## src/rtl/fwd_ctrl.sv

```systemverilog
// fwd_ctrl: load-use stall detection and EX operand forwarding select generation
module fwd_ctrl (
  input  logic        clock,
  input  logic        reset,
  input  logic        id_valid,
  input  logic [4:0]  id_rs1,
  input  logic [4:0]  id_rs2,
  input  logic        id_use_rs1,
  input  logic        id_use_rs2,
  input  logic        id_a_pc,
  input  logic        id_b_imm,
  input  logic [4:0]  id_rd,
  input  logic        id_wen,
  input  logic        id_load,
  input  logic        flush,
  output logic        stall,
  output logic [1:0]  alu_a_sel,
  output logic [1:0]  alu_b_sel,
  output logic [15:0] stall_count
);
  logic       ex_valid, ex_wen, ex_load, mem_valid, mem_wen, mem_load;
  logic [4:0] ex_rd, mem_rd;
  logic       ex_p1, ex_p2, mem_p1, mem_p2, take;
  logic [1:0] a_nxt, b_nxt;
  logic [15:0] cnt_q;
  assign ex_p1  = ex_valid && ex_wen && ex_rd == id_rs1 && id_rs1 != 5'd0;
  assign ex_p2  = ex_valid && ex_wen && ex_rd == id_rs2 && id_rs2 != 5'd0;
  assign mem_p1 = mem_valid && mem_wen && mem_rd == id_rs1 && id_rs1 != 5'd0;
  assign mem_p2 = mem_valid && mem_wen && mem_rd == id_rs2 && id_rs2 != 5'd0;
  assign stall  = !reset && id_valid && !flush && ex_load &&
                  ((id_use_rs1 && ex_p1) || (id_use_rs2 && ex_p2));
  assign take   = id_valid && !stall && !flush;
  assign stall_count = cnt_q;
  // Operand selects for the instruction entering EX; a bubble always selects 00
  always_comb begin
    a_nxt = !take ? 2'b00 : id_a_pc ? 2'b01 : (id_use_rs1 && ex_p1) ? 2'b10 :
            (id_use_rs1 && mem_p1) ? 2'b11 : 2'b00;
    b_nxt = !take ? 2'b00 : id_b_imm ? 2'b01 : (id_use_rs2 && ex_p2) ? 2'b10 :
            (id_use_rs2 && mem_p2) ? 2'b11 : 2'b00;
  end
  // Advance the EX/MEM tracking slots every edge and count stall cycles
  always_ff @(posedge clock or posedge reset) begin
    if (reset) begin
      ex_valid  <= 1'b0;
      ex_wen    <= 1'b0;
      ex_load   <= 1'b0;
      ex_rd     <= 5'd0;
      mem_valid <= 1'b0;
      mem_wen   <= 1'b0;
      mem_load  <= 1'b0;
      mem_rd    <= 5'd0;
      alu_a_sel <= 2'b00;
      alu_b_sel <= 2'b00;
      cnt_q     <= 16'd0;
    end else begin
      mem_valid <= ex_valid;
      mem_wen   <= ex_wen;
      mem_load  <= ex_load;
      mem_rd    <= ex_rd;
      ex_valid  <= take;
      ex_wen    <= take && id_wen;
      ex_load   <= take && id_load;
      ex_rd     <= take ? id_rd : 5'd0;
      alu_a_sel <= a_nxt;
      alu_b_sel <= b_nxt;
      if (stall && cnt_q != 16'hFFFF) cnt_q <= cnt_q + 16'd1;
    end
  end
endmodule

```

## config.mk

```make
export PLATFORM = sky130hd
export DESIGN_NAME = fwd_ctrl
export DESIGN_NICKNAME = d
export VERILOG_FILES = /design/src/rtl/fwd_ctrl.sv
export SDC_FILE = /design/constraint.sdc
export NUM_CORES = 1
export LEC_CHECK = 0
export BUFFER_PORTS_ARGS = -buffer_cell sky130_fd_sc_hd__buf_2
export CAP_MARGIN = 20
export CORE_UTILIZATION = 55
export DETAILED_ROUTE_END_ITERATION = 10
export PLACE_DENSITY = 0.84
export RECOVER_POWER = 100
export SYNTH_ARGS = -nofsm -noshare
export SYNTH_HDL_FRONTEND = slang
export SYNTH_SLANG_ARGS = --single-unit
```

## constraint.sdc

```tcl
create_clock -name clock -period 3.67 [get_ports clock]
set_input_delay 0.367 -clock clock [delete_from_list [all_inputs] [get_ports clock]]
set_output_delay 0.367 -clock clock [all_outputs]
set_load 0.01 [all_outputs]
```

==> summary.md <==
| Metric | Value |
|---|---|
| Post-DP HPWL | `2330 um` |
| Power per cell area | `349 mW/mm^2` |
| Max Buffers Root-to-Sink | `2` |
| Layout cell share with drive strength beyond 1 | `0.208` |
| Via count | `1224` |
| Vias per std cell | `5.49` |
| Initial antenna violation count | `0` |
| Die Width | `56.6 um` |
| Leak pwr | `0.830 nW` |
| Clk_lat worst skew | `330 ps` |
| Seq/Total Area, Yosys | `0.534` |
| Final-layout fill cell count | `238` |
| Worst-path clk slew | `110 ps` |
| Cells after Synth | `139` |
| Critical Path RT | `3910 ps` |
| Syn_area_per_cell | `11.8 um^2` |
| First-pass GRT wire length | `4950 um` |
| # IOs | `46` |
| Root Driver | `clkbuf_4` |
| Critical path arrival | `2990 ps` |
| Final Wtd Congestion | `0.870` |
| Core ar. | `0.00278 mm^2` |
| Period utilisation layout | `0.749` |
| Critical Path Fanout Max | `8` |
| Crit start category | `flip-flop` |
| Final #Nets | `217` |
| Setup Skew | `2.07 ps` |
| Max-cap viol count | `0` |
| Cell Area, Synth | `0.00164 mm^2` |
| Register area | `876 um^2` |
| Setup CP Type | `reg2reg` |
| FF+latch count, synth | `35` |
| Hold_buf cts | `0` |
| Syn_nets | `165` |
| Fin. Hold Viols | `0` |
| Crit. End Element | `flip-flop` |
| Inserted Clock Buffers | `5` |
| Setup TNS | `0 ps` |
| Final setup viols | `0` |
| Period minus WS final | `2750 ps` |
| Die ar. | `0.00320 mm^2` |
| Diode count | `0` |
| Hold Path Class | `in2async` |
| Drt wl/cell | `13.2 um` |
| Synth warn | `0` |
| Commonest non-fill, non-tap cell in the layout | `dfrtp_1` |
| Routed WL | `2950 um` |
| DRT iter0 DRCs | `33` |
| Setup Buffers After CTS | `0` |
| Vias in the first global route | `1140` |
| Layout area overhead | `15.9%` |
| Area of the multi-input gates | `699 um^2` |
| Slowest-stage cell, CP | `or4_1` |
| GRT Resource Usage Total | `0.208` |
| Most frequent cells in the layout | `35 x dfrtp_1, 29 x xnor2_1, 24 x buf_2` |
| Overflow after GRT | `0` |
| Initial Util | `0.590` |
| DRC violations left | `0` |
| Die Span Y | `56.6 um` |
| Least-Margin Pin Slew | `858 ps` |
| Rows | `19` |
| Worst stage delay on the critical path | `570 ps` |
| Worst setup margin | `922 ps` |
| Port Buf Inserts | `45` |
| Antenna Nets Post-Route | `0` |
| Cell-by-cell trace of the critical path | `xnor2_1 > nand4_1 > or4_1 > a21oi_1 > nand3b_1 > clkinvlp_2 > and2_2` |
| Pin count of the biggest net entering global routing | `37` |
| Htree depth | `2` |
| Maximum vdd drop | `0.379 mV` |
| Final Max Slew Viols | `0` |
| Peak Freq | `364 MHz` |
| Distinct cells, synth | `29` |
| Gates resized, CTS repair | `0` |
| Clk sinks | `35` |
| CTS tree | `built` |
| Initial DRT Pass Iterations | `5` |
| Pre-CTS WS | `1370 ps` |
| Headroom to the max-slew limit | `0.428` |
| Status | `finished clean` |
| Tot Pwr | `664 uW` |
| RSZ-0062 raised after global routing | `no` |
## registers in the layout (all words and copies together) (netlist names), 2 cells and up
| register | flops |
|---|---|
| mem_rd | 5 |
| alu_b_sel | 2 |
| stall_count | 16 |
| ex_rd | 5 |
| alu_a_sel | 2 |
## critical path, delay by kind of cell (launching register included)
| family | cells | cell delay, ps |
|---|---|---|
| buffers and inverters | 1 | 290 |
| XOR/XNOR | 1 | 200 |
| AO/OA/AOI/OAI | 1 | 480 |
| AND/OR/NAND/NOR | 4 | 1250 |
| flip-flops | 1 | 440 |
## power breakdown
group / switching [mW] / total, mW / internal (mW)
combinational: 0.0270 / 0.0527 / 0.0257
sequential: 0.00604 / 0.399 / 0.393
clock: 0.135 / 0.212 / 0.0766
## logic make-up (layout without fill, tap and decap cells)
family,after synthesis,after routing,share of synthesized area
and+or+nand+nor,51,51,0.199
DFF,35,35,0.534
xor gates and xnor gates,34,34,0.182
AOI/OAI and AO/OA,10,10,0.0442
buffers and inverters,6,59,0.0175
muxes,2,2,0.0160
adders and majority gates,1,1,0.00763
## metrics by stage
step	hold WS [ps]	instances	util	area [um^2]
2_1_floorplan	354	139	-	1640
3_3_place_gp	358	215	0.685	1900
3_5_place_dp	366	215	0.685	1900
4_1_cts	97.1	223	0.707	1970
5_1_grt	131	223	0.684	1900
6_report	97.7	223	0.684	1900
## metal layers
metal / track usage / share of wire / up-vias
li1: - / - / 590
met1: 0.276 / 0.45 / 595
met2: 0.321 / 0.50 / 37
met3: 0.0691 / 0.046 / 2
met4: 0.0732 / 0.0081 / 0
met5: 0 / 0 / -
## area by class of cell
| class | count | area share |
|---|---|---|
| multi-input combinational | 98 | 0.368 |
| sequential | 35 | 0.461 |
| clock inverter | 3 | 0.0125 |
| timing repair buffer | 46 | 0.109 |
| inverter | 5 | 0.0105 |
| clock buffer | 5 | 0.0197 |
| tap | 31 | 0.0204 |
## path summary, 6_finish.rpt
path	startpoint	endpoint	slack, ps	depth (start not counted)
worst max-delay path	ex_rd[1]	ex_rd[0]	920	7
worst min-delay path	reset	stall_count[14]	100	3
worst max register to register	ex_rd[1]	ex_rd[0]	920	7
worst min register to register	ex_wen	mem_wen	390	0
max in group asynchronous	reset	mem_rd[3]	3270	3
min in group clock	id_a_pc	alu_a_sel[1]	190	2
## synthesized netlist by cell type, drive strengths merged
master / instances / share of area
inv: 5 / 0.013
a21oi: 5 / 0.024
nor4: 2 / 0.0076
xor2: 5 / 0.027
nand2: 8 / 0.018
ha: 1 / 0.0076
o21ai: 2 / 0.0061
nor2: 4 / 0.0092
xnor2: 29 / 0.15
a211oi: 2 / 0.0092
dfrtp: 35 / 0.53
a21o: 1 / 0.0046
and4: 3 / 0.016
nand4: 13 / 0.050
or4: 5 / 0.028
and2: 7 / 0.030
and3: 1 / 0.0038
nand3b: 1 / 0.012
buf: 1 / 0.0046
mux2: 2 / 0.016
nand3: 7 / 0.024
(Power assumes the default switching activity.)
